<file path="src/rtl/buffer_drain_tx_pkg.sv">
// Shared router definitions: drain FSM encoding and default geometry.
package buffer_drain_tx_pkg;

  localparam int unsigned DATA_WIDTH_DEF = 16;
  localparam int unsigned DEPTH_DEF      = 5;
  localparam int unsigned CNT_WIDTH_DEF  = 3;

  typedef enum logic [1:0] {
    IDLE  = 2'd0,
    SEND  = 2'd1,
    STALL = 2'd2
  } tx_state_e;

endpackage

</file>
<file path="src/rtl/buffer_drain_tx_if.sv">
// Drain-side bundle: upstream buffer pop port, downstream credit link and status.
interface buffer_drain_tx_if #(
  parameter int unsigned DATA_WIDTH = 16,
  parameter int unsigned CNT_WIDTH  = 3
);
  logic                  tx_en_i;
  logic                  buf_empty_i;
  logic [DATA_WIDTH-1:0] buf_data_i;
  logic                  buf_read_o;
  logic                  credit_i;
  logic                  tx_valid_o;
  logic [DATA_WIDTH-1:0] tx_data_o;
  logic [CNT_WIDTH-1:0]  credit_cnt_o;
  logic [1:0]            state_o;
  logic [7:0]            tx_count_o;
  logic                  credit_err_o;

  // Drain engine side
  modport slave (
    input  tx_en_i, buf_empty_i, buf_data_i, credit_i,
    output buf_read_o, tx_valid_o, tx_data_o, credit_cnt_o, state_o,
           tx_count_o, credit_err_o
  );

  // Environment side (arbiter, buffer, downstream)
  modport master (
    output tx_en_i, buf_empty_i, buf_data_i, credit_i,
    input  buf_read_o, tx_valid_o, tx_data_o, credit_cnt_o, state_o,
           tx_count_o, credit_err_o
  );
endinterface

</file>
<file path="src/rtl/buffer_drain_tx_credit_counter.sv">
// Credit counter: starts full, saturates at MAX, sticky overflow flag.
module credit_counter #(
  parameter int unsigned MAX       = 5,
  parameter int unsigned CNT_WIDTH = 3
) (
  input  logic                 clk,
  input  logic                 reset,
  input  logic                 inc,
  input  logic                 dec,
  output logic [CNT_WIDTH-1:0] cnt,
  output logic                 err
);

  // A simultaneous inc and dec cancel; an inc at MAX is held and flagged.
  always_ff @(posedge clk) begin
    if (!reset) begin
      cnt <= CNT_WIDTH'(MAX);
      err <= 1'b0;
    end else if (inc && !dec) begin
      if (cnt == CNT_WIDTH'(MAX)) begin
        err <= 1'b1;
      end else begin
        cnt <= cnt + CNT_WIDTH'(1);
      end
    end else if (dec && !inc) begin
      cnt <= cnt - CNT_WIDTH'(1);
    end
  end

endmodule

</file>
<file path="src/rtl/buffer_drain_tx.sv">
// Credit-gated drain of an upstream input buffer onto a downstream link.
module buffer_drain_tx #(
  parameter int unsigned DATA_WIDTH = buffer_drain_tx_pkg::DATA_WIDTH_DEF,
  parameter int unsigned DEPTH      = buffer_drain_tx_pkg::DEPTH_DEF,
  parameter int unsigned CNT_WIDTH  = buffer_drain_tx_pkg::CNT_WIDTH_DEF
) (
  input  logic              clk,
  input  logic              reset,
  buffer_drain_tx_if.slave  bus
);
  import buffer_drain_tx_pkg::*;

  logic                  rd;
  logic [CNT_WIDTH-1:0]  cnt;
  logic                  err;
  tx_state_e             state_q;
  logic                  tx_valid_q;
  logic [DATA_WIDTH-1:0] tx_data_q;
  logic [7:0]            tx_count_q;

  // Pop only with grant, data and a credit; never while reset is held.
  assign rd = reset & bus.tx_en_i & ~bus.buf_empty_i & (cnt != '0);

  credit_counter #(
    .MAX       (DEPTH),
    .CNT_WIDTH (CNT_WIDTH)
  ) u_credit (
    .clk   (clk),
    .reset (reset),
    .inc   (bus.credit_i),
    .dec   (rd),
    .cnt   (cnt),
    .err   (err)
  );

  // Output flit register, valid strobe, sent-flit counter and state.
  always_ff @(posedge clk) begin
    if (!reset) begin
      tx_valid_q <= 1'b0;
      tx_data_q  <= '0;
      tx_count_q <= '0;
      state_q    <= IDLE;
    end else begin
      tx_valid_q <= rd;
      if (rd) begin
        tx_data_q <= bus.buf_data_i;
      end
      if (tx_valid_q) begin
        tx_count_q <= tx_count_q + 8'd1;
      end
      if (rd) begin
        state_q <= SEND;
      end else if (bus.tx_en_i && !bus.buf_empty_i && (cnt == '0)) begin
        state_q <= STALL;
      end else begin
        state_q <= IDLE;
      end
    end
  end

  assign bus.buf_read_o   = rd;
  assign bus.tx_valid_o   = tx_valid_q;
  assign bus.tx_data_o    = tx_data_q;
  assign bus.credit_cnt_o = cnt;
  assign bus.state_o      = state_q;
  assign bus.tx_count_o   = tx_count_q;
  assign bus.credit_err_o = err;

endmodule

</file>
<file path="src/flat_wrapper.sv">
// flat-port wrapper written by rule: the top's interface ports become plain ports
module buffer_drain_tx_flat import buffer_drain_tx_pkg::*;
#(
  parameter int unsigned DATA_WIDTH = buffer_drain_tx_pkg::DATA_WIDTH_DEF,
  parameter int unsigned DEPTH      = buffer_drain_tx_pkg::DEPTH_DEF,
  parameter int unsigned CNT_WIDTH  = buffer_drain_tx_pkg::CNT_WIDTH_DEF
)
  (clk, reset, bus_tx_en_i, bus_buf_empty_i, bus_buf_data_i, bus_credit_i, bus_buf_read_o, bus_tx_valid_o, bus_tx_data_o, bus_credit_cnt_o, bus_state_o, bus_tx_count_o, bus_credit_err_o);
  buffer_drain_tx_if #(.DATA_WIDTH(DATA_WIDTH), .CNT_WIDTH(CNT_WIDTH)) bus_i ();
  input  logic clk;
  input  logic reset;
  input wire logic [$bits(bus_i.tx_en_i)-1:0] bus_tx_en_i;
  input wire logic [$bits(bus_i.buf_empty_i)-1:0] bus_buf_empty_i;
  input wire logic [$bits(bus_i.buf_data_i)-1:0] bus_buf_data_i;
  input wire logic [$bits(bus_i.credit_i)-1:0] bus_credit_i;
  output wire logic [$bits(bus_i.buf_read_o)-1:0] bus_buf_read_o;
  output wire logic [$bits(bus_i.tx_valid_o)-1:0] bus_tx_valid_o;
  output wire logic [$bits(bus_i.tx_data_o)-1:0] bus_tx_data_o;
  output wire logic [$bits(bus_i.credit_cnt_o)-1:0] bus_credit_cnt_o;
  output wire logic [$bits(bus_i.state_o)-1:0] bus_state_o;
  output wire logic [$bits(bus_i.tx_count_o)-1:0] bus_tx_count_o;
  output wire logic [$bits(bus_i.credit_err_o)-1:0] bus_credit_err_o;
  assign bus_i.tx_en_i = bus_tx_en_i;
  assign bus_i.buf_empty_i = bus_buf_empty_i;
  assign bus_i.buf_data_i = bus_buf_data_i;
  assign bus_i.credit_i = bus_credit_i;
  assign bus_buf_read_o = bus_i.buf_read_o;
  assign bus_tx_valid_o = bus_i.tx_valid_o;
  assign bus_tx_data_o = bus_i.tx_data_o;
  assign bus_credit_cnt_o = bus_i.credit_cnt_o;
  assign bus_state_o = bus_i.state_o;
  assign bus_tx_count_o = bus_i.tx_count_o;
  assign bus_credit_err_o = bus_i.credit_err_o;
  buffer_drain_tx #(.DATA_WIDTH(DATA_WIDTH), .DEPTH(DEPTH), .CNT_WIDTH(CNT_WIDTH)) u_core (.clk(clk), .reset(reset), .bus(bus_i));
endmodule
</file>
<file path="config.mk">
export PLATFORM = sky130hd
export DESIGN_NAME = buffer_drain_tx_flat
export DESIGN_NICKNAME = d
export VERILOG_FILES = /design/src/rtl/buffer_drain_tx_pkg.sv /design/src/rtl/buffer_drain_tx_if.sv /design/src/rtl/buffer_drain_tx_credit_counter.sv /design/src/rtl/buffer_drain_tx.sv /design/src/flat_wrapper.sv
export SDC_FILE = /design/constraint.sdc
export NUM_CORES = 1
export LEC_CHECK = 0
export CORE_ASPECT_RATIO = 0.7
export CORE_MARGIN = 4
export CORE_UTILIZATION = 30
export CTS_BUF_LIST = sky130_fd_sc_hd__clkbuf_8
export DETAILED_ROUTE_END_ITERATION = 10
export GPL_ROUTABILITY_DRIVEN = 0
export PLACE_DENSITY = 0.61
export SLEW_MARGIN = 20
export SYNTH_ARGS = -nofsm -noshare
export SYNTH_HDL_FRONTEND = slang
export SYNTH_SLANG_ARGS = --single-unit
</file>
<file path="constraint.sdc">
create_clock -name clk -period 4.35 [get_ports clk]
set_input_delay 0.435 -clock clk [delete_from_list [all_inputs] [get_ports clk]]
set_output_delay 0.435 -clock clk [all_outputs]
set_load 0.01 [all_outputs]
</file>
=== Yosys cells after proc, flatten, opt, wreduce, memory -nomap -nowiden ===
Cells that the tools add are included.

* Register bits after elaboration: 31
* Bits of input ports: 21
* Output and inout bits: 32
* Logic and storage cells: 35

* Add/subtract/negate cells: 3
* Equal/unequal tests: 2
* Mux-type cells: 5
* Bitwise gates (word level): 5
* Reduce and logical (&&, ||, !) cells: 13

{| class="wikitable"
|+ Operators with widths
! kind !! number
|-
| $mux 3 || 3
|-
| $add 8x1->8 const B || 1
|-
| $logic_and 1x1->1 || 4
|-
| $reduce_and 2->1 || 2
|-
| $add 3x1->3 const B || 1
|-
| $and 1x1->1 || 3
|-
| $eq 3x3->1 const B || 1
|-
| $logic_not 1->1 || 3
|-
| $logic_not 3->1 || 1
|-
| $reduce_bool 3->1 || 1
|-
| $sub 3x1->3 const B || 1
|-
| $mux 2 || 1
|-
| $ne 2x2->1 const B || 1
|-
| $not 1->1 || 2
|-
| $reduce_bool 2->1 || 1
|-
| $reduce_or 2->1 || 1
|-
| $mux 1 || 1
|}

=== Longest topological paths before layout ===
Gate-level depths: netlist of the first run.

* Depth in word-level cells: 7
* Depth in mapped cells: 6
* Depth with buffers taken out: 6

=== By module ===
From an unflattened synthesis of the first run, not the netlist that was laid out.

* Cell total of the unflattened synthesis: 144
* Area total of the unflattened synthesis: 1316.3 µm²

{| class="wikitable"
|+ Modules (own cells, without submodules)
! module !! instances !! cells an instance !! area an instance (µm²) !! seq. area each (µm²)
|-
| buffer_drain_tx || 1 || 116 || 1072.3 || 520.5
|-
| credit_counter || 1 || 28 || 244.0 || 80.1
|}

=== Least setup slack after synthesis of the first run ===
Ideal clock, no wire load.

* Path kind: reg2reg
* From: register u_core.u_credit.cnt[0]
* To: register u_core.u_credit.cnt[2]
* Library setup time: 0.121 ns
* Data arrival time: 1.810 ns
* Slack: 2.419 ns
* Stages on the path, launching flop included: 7
* Clock period less this slack: 1.931 ns
* Cell sequence: dfxtp_1 -> nor3_4 -> o21ai_0 -> fa_1 -> and3_1 -> mux2i_1 -> mux2_2

* Cells in the longest elaborated chain, start to end: 6
* Elaborated cells between the ends (all ways): 14
* Those cells by class: add/sub (2); eq/ne (2); mux (3); bitwise (1); reduce/logical (6)

{| class="wikitable"
|+ RTL lines
! what !! line !! RTL
|-
| from (decl) || buffer_drain_tx_credit_counter.sv:10 || <nowiki>output logic [CNT_WIDTH-1:0] cnt,</nowiki>
|-
| from (signal assigned) || buffer_drain_tx_credit_counter.sv:17 || <nowiki>cnt <= CNT_WIDTH'(MAX);</nowiki>
|-
| from (signal assigned) || buffer_drain_tx_credit_counter.sv:23 || <nowiki>cnt <= cnt + CNT_WIDTH'(1);</nowiki>
|-
| from (signal assigned) || buffer_drain_tx_credit_counter.sv:26 || <nowiki>cnt <= cnt - CNT_WIDTH'(1);</nowiki>
|-
| $reduce_bool 3->1 || buffer_drain_tx.sv:22 || <nowiki>assign rd = reset & bus.tx_en_i & ~bus.buf_empty_i & (cnt != '0);</nowiki>
|-
| $and 1x1->1 || buffer_drain_tx.sv:22 ||
|-
| $logic_not 1->1 || buffer_drain_tx_credit_counter.sv:19 || <nowiki>end else if (inc && !dec) begin</nowiki>
|-
| $logic_and 1x1->1 || buffer_drain_tx_credit_counter.sv:19 ||
|-
| $ne 2x2->1 (no source line) or $reduce_bool 2->1 (tied branches) || -- ||
|-
| $reduce_and 2->1 (no source line) || -- ||
|}

Parallel ways exist; a longest one is shown, timed or not. The select of a mux whose other input is x is not followed.
A chain may end at the register's enable or synchronous reset.

=== Worst setup path in the final report of the first run ===
* From: input port reset
* To: output port bus_buf_read_o

* Cells in the longest elaborated chain, start to end: 3

{| class="wikitable"
|+ RTL lines
! what !! line !! RTL
|-
| from (decl) || flat_wrapper.sv:11 || <nowiki>input logic reset;</nowiki>
|-
| $and 1x1->1 (3 in a row) || buffer_drain_tx.sv:22 ||
|-
| to (decl) || flat_wrapper.sv:16 || <nowiki>output wire logic [$bits(bus_i.buf_read_o)-1:0] bus_buf_read_o;</nowiki>
|}

Every way passes these cells.

==> results.py, run 1 <==
metrics = {
    "sta": {
        "fin_crit_sh_pct": 71.9,
        "layout_setup_ws_ps": 1220,
        "clock_skew_ps": 6.24,
        "tightest_slew_ps": 705,
        "post-route-min-period_ps": 3130,
        "slew_violations": 0,
        "hold_violations": 0,
        "maxSlewHeadroom_pct": 52.9,
        "setup_viol": 0,
        "rsz0062_at_grt": "no",
        "tns_ps": 0,
        "max_freq_ghz": 0.320,
    },
    "global_routing": {
        "track_usage_pct": 11.9,
        "grt_overflow": 0,
        "antenna_found_initial": 0,
        "grt_max_degree": 37,
        "grt_pass1_wl_mm": 4.74,
        "grt_pass1_vias": 1006,
    },
    "synthesis": {
        "synth_top_area_share_pct": 49.3,
        "yosysSeqAreaShare_pct": 49.3,
        "syn-cell-area_um2": 1220,
        "synth_area_leaders": "dfxtp_1 49%, nand2_1 12%, o21ai_0 7.8%",
        "synth_cell_types": 28,
        "synthesis.nets": 160,
        "avgSynthCellArea_um2": 8.90,
        "synthCells": 137,
        "ys_ff_latch": 30,
        "synth.largest_area_cell": "dfxtp_1",
        "ys.warnings.count": 0,
    },
    "finish": {
        "final_cells": 242,
        "design_area_um2": 1860,
        "area_growth_pct": 53.0,
        "final_cell_mix": "52 x clkdlybuf4s50_1, 40 x nand2_1, 30 x dfxtp_1, 19 x o21ai_0, 6 x clkbuf_8",
        "final_common_cell": "clkdlybuf4s50_1",
        "antenna_cells": 0,
        "finalNetCount": 212,
        "drive_above_1_share_pct": 7.37,
    },
    "critical_path": {
        "startpoint": "reset",
        "rr_worst_depth": 6,
        "rr_startpoint": "u_core.u_credit.cnt[2]",
        "r2r_end": "u_core.u_credit.cnt[2]",
        "crit_required_ps": 3910,
        "crit_type": "in2out",
        "reg2reg_slack_ps": 2320,
        "start_kind": "primary input",
        "cp-end-kind": "primary output",
        "worstPathMaxFanout": 36,
        "critPathArrivalTime_ps": 2690,
    },
    "power_and_ir_drop": {
        "seqPwrFrac_pct": 48.2,
        "netSwitchingFraction_pct": 24.8,
        "total_leakage_power_nw": 0.685,
        "intPower_mw": 0.482,
        "pwr-share-clk_pct": 35.0,
        "combPwrFrac_pct": 16.8,
        "switchingPower_mw": 0.159,
        "totalPowerFinal_mw": 0.641,
        "ir_worst_vdd_mv": 0.183,
        "power_density_nw_per_um2": 344,
    },
    "cts": {
        "clock_path_buffers": 2,
        "worstSkewPairLatency_ps": 280,
        "clockRootBuffer": "clkbuf_8",
        "cts_hold_buffers": 0,
        "clkSinkCount": 30,
        "cts_tree": "done",
        "ctsResizeCount": 0,
        "numCtsBuffers": 5,
        "clk_pin_slew_ps": 60,
        "cts_setup_buffers": 0,
        "htree_levels": 2,
    },
    "worst_hold_path": {
        "hold_depth": 2,
        "min_from": "u_core.bus.tx_data_o[12]",
        "hold_end": "u_core.bus.tx_data_o[12]",
        "hold_path.class": "reg2reg",
    },
    "detailed_routing": {
        "drt-vias-per-instance": 4.36,
        "drtIter0Drc": 46,
        "dr.pass1.iters": 3,
        "post-route-drc-count": 0,
        "wl_per_cell_um": 12.3,
        "vias": 1054,
        "postRouteAntennaNets": 0,
        "finalWirelength_mm": 2.98,
    },
    "place": {
        "dpl_cell_area_um2": 1770,
        "dpl.hpwl_mm": 2.24,
        "dpl_worst_slack_ps": 1230,
        "port_buffers": 52,
        "dp.cells": 234,
    },
    "floorplan": {
        "die-height_um": 61.3,
        "dieWidth_um": 84.2,
        "die_area_um2": 5160,
        "row_count": 19,
        "start_util_pct": 31.1,
        "ioPinCount": 53,
        "core-area_um2": 3920,
    },
    "flow_run": {
        "cap_violations": 0,
    },
    "run_status": {
        "status": "finished, final reports clean",
    },
}
area by class of cell:
cell class	instances	area (um^2)
fillers	368	2060
flip-flops and latches	30	601
multi-input cells	99	579
repair buffers	53	528
clock buffers	6	82.6
well taps	52	65.1
clock inverters	2	8.76
state kept, by name (all words and copies together), names as in the netlist:
name / cells
u_core.bus.state_o: 2
u_core.bus.tx_data_o: 16
u_core.u_credit.cnt: 3
u_core.u_credit.err: 1
u_core.bus.tx_count_o: 8
worst max-delay path, stage by stage:
cell and delay (ps):
clkdlybuf4s50_1 450, buf_4 290, nand3b_1 240, nor2_4 600, clkdlybuf4s50_1 660
logic make-up (layout without fill, tap and decap cells):
family / after synthesis / after routing / synth area share, %
buffers and inverters: 8 / 61 / 3.18
XOR/XNOR: 6 / 6 / 4.31
flip-flops: 30 / 30 / 49.3
AO/OA/AOI/OAI: 23 / 23 / 10.4
adder cells (fa/ha/maj): 2 / 2 / 2.67
AND/OR/NAND/NOR: 63 / 63 / 25.2
multiplexers: 5 / 5 / 5.03
stage by stage:
step | utilization [%] | hold WS, ps
5_1_grt | 47.5 | 486
6_report | 47.5 | 463
3_3_place_gp | 45.2 | 457
4_1_cts | 47.5 | 469
2_1_floorplan | - | 480
3_5_place_dp | 45.2 | 460
metal layers:
layer  wire (um)  GRT usage [%]  vias to the layer above
met5           0              0                        -
met4          64           7.57                        0
met3          75           2.94                        7
met2        1530           19.4                       11
met1        1310           14.5                      479
li1            -              -                      557
how the worst max path moves through the flow:
stage,endpoint,cells after the start
after global placement,bus_buf_read_o,5
after CTS,bus_buf_read_o,5
after floorplan,u_core.u_credit.cnt[2],6
final,bus_buf_read_o,5
after detailed placement,bus_buf_read_o,5
after global routing,bus_buf_read_o,5
power groups by stage:
stage	Sequential (mW)	Clock, mW	Combinational [mW]
after floorplan	0.318	0	0.0443
after global placement	0.315	0	0.107
after detailed placement	0.315	0	0.108
after CTS	0.309	0.231	0.109
after global routing	0.312	0.242	0.118
final	0.309	0.224	0.108
cell usage after synthesis, drive strengths merged:
cell type  number
or3             2
xor2            2
ha              1
nand2b          2
nand4           3
and2            5
nor2            3
dfxtp          30
mux2i           2
o21ba           1
nand3b          2
and3            2
a21boi          2
o22ai           1
buf             4
nor3            1
nand2          40
nor4            1
xnor2           4
fa              1
o21ai          19
mux2            3
nor2b           2
clkbuf          4
Power figures use the tool's default switching activity.
==> inputs of run 2 (changes only) <==
==> constraint.sdc (replaced) <==
create_clock -name clk -period 3.3 [get_ports clk]
set_input_delay 0.33 -clock clk [delete_from_list [all_inputs] [get_ports clk]]
set_output_delay 0.33 -clock clk [all_outputs]
set_load 0.01 [all_outputs]
==> run 2 against run 1 <==
Net effect: clock skew fell by 3.1 ps; critical path depth grew 2; worst setup slack better by 32 ps; final cell count up 0.41%; flip-flop and latch count unchanged; hold slack gained 0.64 ps; critical endpoint is now u_core.u_credit.cnt[2]; largest power group unchanged.
==> results.py, run 2 (synthesis gave the netlist of run 1 again) <==
metrics = {
    "sta": {
        "rsz0062_at_grt": "no",
        "setup_viol": 0,
        "max_freq_ghz": 0.489,
        "hold_violations": 0,
        "clock_skew_ps": 3.10,
        "layout_setup_ws_ps": 1260,
        "post-route-min-period_ps": 2040,
        "maxSlewHeadroom_pct": 78.0,
        "tightest_slew_ps": 330,
        "fin_crit_sh_pct": 62.0,
        "slew_violations": 0,
        "tns_ps": 0,
    },
    "finish": {
        "final_cell_mix": "52 x clkdlybuf4s50_1, 40 x nand2_1, 30 x dfxtp_1, 19 x o21ai_0, 6 x clkbuf_8",
        "largest_reg_flops": 16,
        "final_common_cell": "clkdlybuf4s50_1",
        "area_growth_pct": 53.6,
        "final_cells": 243,
        "antenna_cells": 0,
        "fin_util_pct": 47.7,
        "drive_above_1_share_pct": 7.85,
        "finalNetCount": 213,
    },
    "floorplan": {
        "die-height_um": 61.3,
        "dieWidth_um": 84.2,
        "die_area_um2": 5160,
        "start_util_pct": 31.1,
        "ioPinCount": 53,
        "row_count": 19,
        "core-area_um2": 3920,
    },
    "critical_path": {
        "crit_chain": "clkdlybuf4s50_1 > nand3b_1 > o21ai_0 > fa_1 > and3_1 > mux2i_1 > mux2_2",
        "worstPathMaxFanout": 4,
        "crit_type": "in2reg",
        "start_kind": "primary input",
        "cp-end-kind": "flip-flop",
        "crit_required_ps": 3470,
        "cp_slowest_cell": "clkdlybuf4s50_1",
        "max_stage_delay_ps": 450,
        "critPathArrivalTime_ps": 2210,
    },
    "global_routing": {
        "grt_max_degree": 36,
        "antenna_found_initial": 0,
        "grt_pass1_wl_mm": 4.79,
        "grt_pass1_vias": 1039,
        "track_usage_pct": 12.1,
        "grt_overflow": 0,
    },
    "power_and_ir_drop": {
        "totalPowerFinal_mw": 0.846,
        "power_density_nw_per_um2": 452,
        "ir_worst_vdd_mv": 0.218,
        "total_leakage_power_nw": 0.691,
    },
    "cts": {
        "worstSkewPairLatency_ps": 270,
        "cts_tree": "done",
        "ctsResizeCount": 0,
        "cts_setup_buffers": 0,
        "clockRootBuffer": "clkbuf_8",
        "numCtsBuffers": 5,
        "clk_pin_slew_ps": 60,
        "clkSinkCount": 30,
        "cts_hold_buffers": 0,
        "htree_levels": 2,
        "clock_path_buffers": 2,
    },
    "place": {
        "port_buffers": 52,
        "dp.cells": 235,
        "dpl_worst_slack_ps": 944,
        "dpl.hpwl_mm": 2.31,
    },
    "detailed_routing": {
        "drt-vias-per-instance": 4.38,
        "finalWirelength_mm": 2.93,
        "vias": 1064,
        "post-route-drc-count": 0,
        "wl_per_cell_um": 12.1,
        "drtIter0Drc": 27,
        "dr.pass1.iters": 4,
        "postRouteAntennaNets": 0,
    },
    "run_status": {
        "status": "finished, final reports clean",
    },
    "worst_hold_path": {
        "hold_path.class": "reg2reg",
    },
    "flow_run": {
        "cap_violations": 0,
    },
}
## run 2: per-stage QoR
| step | hold WS [ps] | cell area [um^2] |
|---|---|---|
| 4_1_cts | 466 | 1870 |
| 3_5_place_dp | 456 | 1780 |
| 2_1_floorplan | 439 | 1220 |
| 3_3_place_gp | 447 | 1780 |
| 6_report | 464 | 1870 |
| 5_1_grt | 495 | 1870 |
## run 2: cell type report
type	count	area (um^2)
Timing Repair Buffer	54	536
Clock inverter	2	8.76
Multi-Input combinational cell	99	579
Tap cell	52	65.1
Sequential cell	30	601
Clock buffer	6	82.6
Fill cell	362	2050
## run 2: worst max-delay path, delay by kind of cell
kind	cells	cell delay, ps
compound gates	1	170
fa+ha+maj	1	410
buf+inv	1	450
mux	2	480
simple gates	2	370
## run 2: metal layers
metal	global-route usage, %	vias up	part of all wire (%)
met4	6.88	0	0.95
met2	20.2	11	52
li1	-	555	-
met1	14.6	495	45
met5	0	-	0
met3	3.34	3	2.4
## run 2: where the power goes
group	switching, mW	total [mW]	internal (mW)
clock network	0.132	0.297	0.165
logic	0.0544	0.142	0.0878
registers	0.0239	0.407	0.383
total	0.210	0.846	0.636
## run 2: worst paths after layout
check                           startpoint                  endpoint  slack [ps]  cells past startpoint
setup / recovery           bus_buf_empty_i    u_core.u_credit.cnt[2]        1260                      7
hold / removal    u_core.bus.tx_data_o[14]  u_core.bus.tx_data_o[14]         460                      2
setup reg to reg    u_core.u_credit.cnt[0]    u_core.u_credit.cnt[2]        1270                      6
hold reg to reg   u_core.bus.tx_data_o[14]  u_core.bus.tx_data_o[14]         460                      2
==> inputs of run 3 (changes only) <==
--- a/config.mk
+++ b/config.mk
@@ -11,7 +11,7 @@
 export CTS_BUF_LIST = sky130_fd_sc_hd__clkbuf_8
 export DETAILED_ROUTE_END_ITERATION = 10
 export GPL_ROUTABILITY_DRIVEN = 0
-export PLACE_DENSITY = 0.61
+export PLACE_DENSITY = 0.64
 export SLEW_MARGIN = 20
 export SYNTH_ARGS = -nofsm -noshare
 export SYNTH_HDL_FRONTEND = slang
==> constraint.sdc (replaced) <==
create_clock -name clk -period 1.78 [get_ports clk]
set_input_delay 0.178 -clock clk [delete_from_list [all_inputs] [get_ports clk]]
set_output_delay 0.178 -clock clk [all_outputs]
set_load 0.01 [all_outputs]
==> run 3 against run 2 <==
Net effect: via count rose by 1.4%; highest routed layer unchanged; global-route usage fell by 0.60 points; cell area rose by 2.9%; worst setup slack got worse by 1200 ps; non-clock buffer count rose by 5; utilization rose by 1.4 points; flip-flop and latch count did not move; sequential share of layout area fell by 0.57 points.
==> results.py, run 3 (synthesis gave the netlist of run 1 again) <==
metrics = {
    "run_status": {
        "status": "finished, final reports clean",
    },
    "power_and_ir_drop": {
        "netSwitchingFraction_pct": 24.2,
        "switchingPower_mw": 0.382,
        "totalPowerFinal_mw": 1.58,
        "seqPwrFrac_pct": 47.2,
        "intPower_mw": 1.20,
        "ir_worst_vdd_mv": 0.427,
        "combPwrFrac_pct": 18.9,
        "power_density_nw_per_um2": 820,
        "pwr-share-clk_pct": 33.9,
        "total_leakage_power_nw": 0.715,
    },
    "detailed_routing": {
        "drt-vias-per-instance": 4.35,
        "wl_per_cell_um": 12.0,
        "dr.pass1.iters": 3,
        "vias": 1079,
        "postRouteAntennaNets": 0,
        "finalWirelength_mm": 2.99,
        "drtIter0Drc": 53,
        "post-route-drc-count": 0,
    },
    "global_routing": {
        "antenna_found_initial": 0,
        "grt_max_degree": 34,
        "grt_pass1_vias": 1014,
        "grt_pass1_wl_mm": 4.63,
        "track_usage_pct": 11.5,
        "grt_overflow": 0,
    },
    "critical_path": {
        "crit_required_ps": 1940,
        "cp-end-kind": "flip-flop",
        "start_kind": "flip-flop",
        "critPathArrivalTime_ps": 1870,
        "crit_type": "reg2reg",
        "rr_worst_depth": 6,
        "cp_slowest_cell": "fa_2",
        "max_stage_delay_ps": 340,
        "crit_chain": "nor3_4 > o21ai_2 > fa_2 > and3_4 > mux2i_1 > mux2_2",
        "worstPathMaxFanout": 2,
    },
    "flow_run": {
        "cap_violations": 0,
    },
    "finish": {
        "final_common_cell": "clkdlybuf4s50_1",
        "area_growth_pct": 58.0,
        "antenna_cells": 0,
        "n_fill_cell": 386,
        "largest_reg_flops": 16,
        "design_area_um2": 1930,
        "drive_above_1_share_pct": 13.3,
        "final_cell_mix": "51 x clkdlybuf4s50_1, 40 x nand2_1, 27 x dfxtp_1, 18 x o21ai_0, 7 x buf_4",
        "finalNetCount": 218,
        "fin_util_pct": 49.1,
        "final_cells": 248,
    },
    "cts": {
        "clock_path_buffers": 2,
        "clk_pin_slew_ps": 60,
        "worstSkewPairLatency_ps": 270,
        "cts_tree": "done",
        "htree_levels": 2,
        "clkSinkCount": 30,
        "numCtsBuffers": 5,
        "clockRootBuffer": "clkbuf_8",
    },
    "floorplan": {
        "start_util_pct": 31.1,
        "row_count": 19,
        "dieWidth_um": 84.2,
        "core-area_um2": 3920,
        "die_area_um2": 5160,
        "die-height_um": 61.3,
        "ioPinCount": 53,
    },
    "sta": {
        "holdWs_ps": 461,
        "maxSlewHeadroom_pct": 79.4,
        "layout_setup_ws_ps": 67.4,
        "hold_violations": 0,
        "fin_crit_sh_pct": 96.2,
        "slew_violations": 0,
        "setup_viol": 0,
        "rsz0062_at_grt": "yes",
        "clock_skew_ps": 6.85,
        "post-route-min-period_ps": 1710,
        "tns_ps": 0,
        "tightest_slew_ps": 306,
        "max_freq_ghz": 0.584,
    },
    "worst_hold_path": {
        "hold_path.class": "in2reg",
        "hold_depth": 3,
    },
    "place": {
        "dpl_cell_area_um2": 1830,
        "dpl.hpwl_mm": 2.23,
        "dpl_worst_slack_ps": -176,
        "dp.cells": 240,
        "port_buffers": 52,
    },
}
==> run 3: changes by cell type in the layout (fill, tap and decap cells not counted) <==
cell,before,now
dfxtp_1,30,27
dlygate4sd2_1,0,1
and3_1,2,1
dfxtp_2,0,2
clkdlybuf4s50_1,52,51
fa_1,1,0
and3_4,0,1
buf_4,2,7
o21ai_2,0,1
o21ai_0,19,18
dfxtp_4,0,1
fa_2,0,1
==> run 3: cell type report <==
class	count	area, um^2	share of cell area, %
Clock buffer	6	82.6	4.29
Clock inverter	2	8.76	0.455
Multi-Input combinational cell	99	591	30.7
Sequential cell	30	607	31.5
Tap cell	52	65.1	3.38
Timing Repair Buffer	59	572	29.7
==> run 3: critical path, delay by kind of cell (launching register included) <==
family	cells	cell delay, ps
AO/OA/AOI/OAI	1	90
adder cells (fa/ha/maj)	1	340
flip-flops	1	330
multiplexers	2	470
AND/OR/NAND/NOR	2	380
==> run 3: final timing paths <==
path                           startpoint                  endpoint  slack [ps]
hold / removal         bus_buf_data_i[12]  u_core.bus.tx_data_o[12]         460
setup / recovery   u_core.u_credit.cnt[0]    u_core.u_credit.cnt[2]          70
hold reg to reg   u_core.bus.tx_data_o[4]   u_core.bus.tx_data_o[4]         460
setup reg to reg   u_core.u_credit.cnt[0]    u_core.u_credit.cnt[2]          70
==> run 3: metal layers <==
metal / up-vias / part of all wire [%] / GRT usage [%]
li1: 564 / - / -
met1: 497 / 47 / 13.7
met2: 16 / 48 / 19.2
met3: 2 / 4.1 / 4.41
met4: 0 / 1.1 / 4.82
met5: - / 0 / 0
==> run 3: power groups by stage <==
stage	logic [mW]	registers (mW)	clock network, mW
after detailed placement	0.296	0.760	0
after global placement	0.292	0.759	0
after floorplan	0.110	0.782	0
after CTS	0.297	0.746	0.562
final	0.298	0.746	0.535
after global routing	0.327	0.751	0.594
==> run 3: timing repair <==
action                                  in CTS  in global routing
endpoints found under the setup margin       1                  1
hold buffers                                 0                  0
hold endpoints to repair                     0                  0
pin swaps                                    0                  1
buffers inserted                             0                  0
resized for setup                            1                  1
==> RTL change 1, RTL diff (flow settings as in run 3) <==
Change the package constant `DATA_WIDTH_DEF` from 16 to 32.
--- a/src/rtl/buffer_drain_tx_pkg.sv
+++ b/src/rtl/buffer_drain_tx_pkg.sv
@@ -3,3 +3,3 @@
 
-  localparam int unsigned DATA_WIDTH_DEF = 16;
+  localparam int unsigned DATA_WIDTH_DEF = 32;
   localparam int unsigned DEPTH_DEF      = 5;
Ports: changed (resized bus_buf_data_i and bus_tx_data_o); port bits go from 53 to 85. The function was not compared with the original's and may differ.
==> RTL change 1 against run 3 <==
Core utilization fell by 0.24 points. Combinational power increased by 43%. Total power rose by 35%. Via count increased by 49%. Non-clock buffer count up 34. Wire length is 46% higher. Sequential cell count rose by 16. Maximum frequency decreased by 2.9%. Critical path depth is the same. Synthesized cell count rose by 51%. Setup slack lost 0.051 ns. Design area up 45%. Synthesized area grew 45%. Cell count grew 49%.
==> RTL change 1: results (changes against run 3) <==
finish:
  fin_cells: 369  # +49%
  largest_register_ffs: 32  # +16
  drive_gt1_share_pct: 8.50  # -4.8 points
  post-route-cell-area_mm2: 0.00280  # +45%
  nNetsFinal: 332  # +52%
drt:
  vias_per_cell: 4.36  # +0.28%
  drtPass1Iterations: 4  # +1
  wl_um: 4350  # +46%
  drt-initial-drc-count: 51  # -3.8%
global_routing:
  grt_max_degree: 48  # +41%
  grt_first_pass_wirelength_um: 7050  # +52%
  grt_pass1_vias: 1506  # +49%
  grt_usage_pct: 12.2  # +0.67 points
synth:
  synth_fa_ha_area_share_pct: 1.84  # -0.83 points
  syn_inst: 207  # +51%
  synth-xor-area-share_pct: 2.97  # -1.3 points
  ys_top_cells_by_area: "dfxtp_1, nand2_1, o21ai_0, xnor2_1, and2_1"
  ys_top_cells_by_count: "nand2_1, dfxtp_1, o21ai_0"
  ys_seq_area_share_pct: 52.1  # +2.8 points
  synth_compound_area_share_pct: 11.7  # +1.3 points
  syn_nets: 246  # +54%
  synthMuxAreaShare_pct: 3.47  # -1.6 points
worst_setup_path:
  crit_family: "multiplexers"
  worst-r2r-setup-slack_ns: 0.02  # -0.05 ns
  cp_slowest_cell: "dfxtp_2"
  crit_arrival_ns: 1.95  # +0.08 ns
clocking:
  numCtsBuffers: 5  # unchanged
  clk_latency_ns: 0.29  # +0.02 ns
  clk_pin_slew_ns: 0.08  # +0.02 ns
power:
  ir_drop_uv: 399  # -6.6%
  leakage_nw: 1.03  # +44%
  total_power_mw: 2.13  # +35%
  seq-power_mw: 1.13  # +51%
  powerComb_mw: 0.426  # +43%
  swShare_pct: 24.7  # +0.53 points
hold_path:
  worstHoldStart: "bus_buf_data_i[16]"
  hold_end: "u_core.bus.tx_data_o[16]"
placement:
  dpl_cell_area_mm2: 0.00271  # +48%
  hpwl_um: 3130  # +40%
  port-buffer-count: 84  # +62%
outcome:
  status: "finished clean"
sta:
  whs_ns: 0.432  # -0.0289 ns
  fin_skew_ns: 0.00493  # -0.00192 ns
  slew_headroom_pct: 68.9  # -10 points
  clock.fmax_ghz: 0.567  # -2.9%
-- RTL change 1: per-layer routing --
layer / up-vias / track usage [%] / wire length (um)
met5: - / 0 / 0
met4: 0 / 5.00 / 54
met3: 4 / 3.94 / 372
met2: 56 / 17.4 / 1670
met1: 707 / 17.0 / 2250
li1: 843 / - / -
-- RTL change 1: cell type report --
cell class | instances | area [um2]
timing repair buffer | 93 | 907
multi-input combinational | 147 | 791
sequential | 46 | 926
clock inverter | 3 | 11.3
clock buffer | 5 | 68.8
tap | 75 | 93.8
fill | 549 | 2930
-- RTL change 1: timing repair --
item,4_1_cts,5_1_grt
pin swaps,1,0
gates resized for setup,2,1
setup endpoints to repair,2,1
-- RTL change 1: cell families after synthesis --
logic type,Yosys count
AND/OR/NAND/NOR,95
flip-flops,46
adder cells (fa/ha/maj),2
multiplexers,5
AO/OA/AOI/OAI,39
XOR/XNOR,6
buffers and inverters,14
==> RTL change 2, RTL diff (settings of run 3) <==
Without the edit above. Make the reset (`reset`) asynchronous in 2 clocked blocks.
--- a/src/rtl/buffer_drain_tx_credit_counter.sv
+++ b/src/rtl/buffer_drain_tx_credit_counter.sv
@@ -14,3 +14,3 @@
   // A simultaneous inc and dec cancel; an inc at MAX is held and flagged.
-  always_ff @(posedge clk) begin
+  always_ff @(posedge clk or negedge reset) begin
     if (!reset) begin
--- a/src/rtl/buffer_drain_tx.sv
+++ b/src/rtl/buffer_drain_tx.sv
@@ -36,3 +36,3 @@
   // Output flit register, valid strobe, sent-flit counter and state.
-  always_ff @(posedge clk) begin
+  always_ff @(posedge clk or negedge reset) begin
     if (!reset) begin
Function: differs if reset is asserted again (counterexample within 4 cycles, from zero or initial values and one cycle with reset low); with reset held inactive, the same outputs for 10 cycles.
==> RTL change 2 against run 3 <==
The flow now finishes with violations (setup timing). Global-route usage increased by 1.6 points. Synthesized cell count decreased by 6.6%. Setup slack got worse by 0.090 ns. Wire length increased by 11%. Sequential share of layout area increased by 5.5 points. Synthesized area increased by 5.4%. Sequential cell count unchanged. Design area increased by 5.7%.
Power is not compared: it rests on default switching activity, and its combinational part moved more than twofold at a synthesized area within 25%.
==> RTL change 2: results (changes against run 3) <==
outcome:
  status: "complete, but fails checks"
  violations: "setup timing"
synth:
  ys_seq_area_share_pct: 58.6  # +9.3 points
  ys.flop_type: "dfrtp_1"
  netlist-cell-type-count: 33  # +18%
  ys_top_cells_by_count: "nand2_1, dfrtp_1, nand3_1, xnor2_1"
  syn_area_per_cell_um2: 10.0  # +13%
  syn_nets: 151  # -5.6%
  synthArstFlopShare_pct: 100  # +100 points
  ys_top_cells_by_area: "dfrtp_1, nand2_1, dfstp_2, xnor2_1, xor2_1"
drt:
  drt-initial-drc-count: 27  # -49%
  via_count: 1143  # +5.9%
  drtPass1Iterations: 4  # +1
  routedWlPerCell_um: 13.4  # +11%
  wl_met1_um: 1400  # +0.36%
placement:
  dpl_cell_area_mm2: 0.00193  # +5.7%
  post-place-ws_ns: -0.347  # -0.171 ns
  dp.cells: 238  # -0.83%
  hpwl_um: 2470  # +11%
global_routing:
  met3_usage_pct: 4.48  # +0.068 points
  grt_pass1_vias: 1200  # +18%
  grt_first_pass_wirelength_um: 5540  # +20%
  use_met2_pct: 21.1  # +1.8 points
sta:
  setup_viol: 2  # +2
  timing.final.ws_setup_ns: -0.0225  # -0.0899 ns
  fin_skew_ns: 0.00813  # +0.00128 ns
  totalNegativeSetupSlack_ns: -0.0347  # -0.0347 ns
finish:
  drive_gt1_share_pct: 16.9  # +3.7 points
  fin_cells: 247  # -0.40%
worst_setup_path:
  regToRegEndpoint: "u_core.u_credit.cnt[2]"
  worstPathMaxFanout: 4  # +2
  r2r_start: "u_core.u_credit.cnt[2]"
  crit_family: "simple AND/OR/NAND/NOR gates"
  worst-r2r-setup-slack_ns: -0.02  # -0.09 ns
  crit_arrival_ns: 1.99  # +0.12 ns
  max_stage_delay_ns: 0.42  # +0.08 ns
hold_path:
  hp-class: "in2async"
clocking:
  ctsResizeCount: 4  # +3
  postCtsSetupRepairBufs: 1  # +1
==> RTL change 2: worst min path at each step <==
stage                                   end                     from  slack (ns)
floorplan             u_core.bus.state_o[0]                    reset       -0.12
global placement    u_core.bus.tx_data_o[1]  u_core.bus.tx_data_o[1]        0.46
detailed placement  u_core.bus.tx_data_o[7]  u_core.bus.tx_data_o[7]        0.46
CTS                 u_core.bus.tx_data_o[5]                    reset        0.41
global route        u_core.bus.tx_data_o[0]        bus_buf_data_i[0]        0.42
finish                  u_core.u_credit.err                    reset        0.39
==> RTL change 2: cell families after synthesis <==
family,Yosys count,synth area share (%)
buf+inv,9,4.09
flops,30,58.6
simple gates,68,22.9
fa+ha+maj,2,2.53
compound gates,9,4.77
xor+xnor,8,5.45
mux,2,1.66
==> RTL change 2: cell type report <==
class	count	area [um2]	area share (%)
sequential	30	754	37.1
timing repair buffer	66	621	30.5
multi-input combinational	89	505	24.8
clock buffer	5	68.8	3.38
tap	52	65.1	3.20
clock inverter	3	13.8	0.676
inverter	2	7.51	0.369
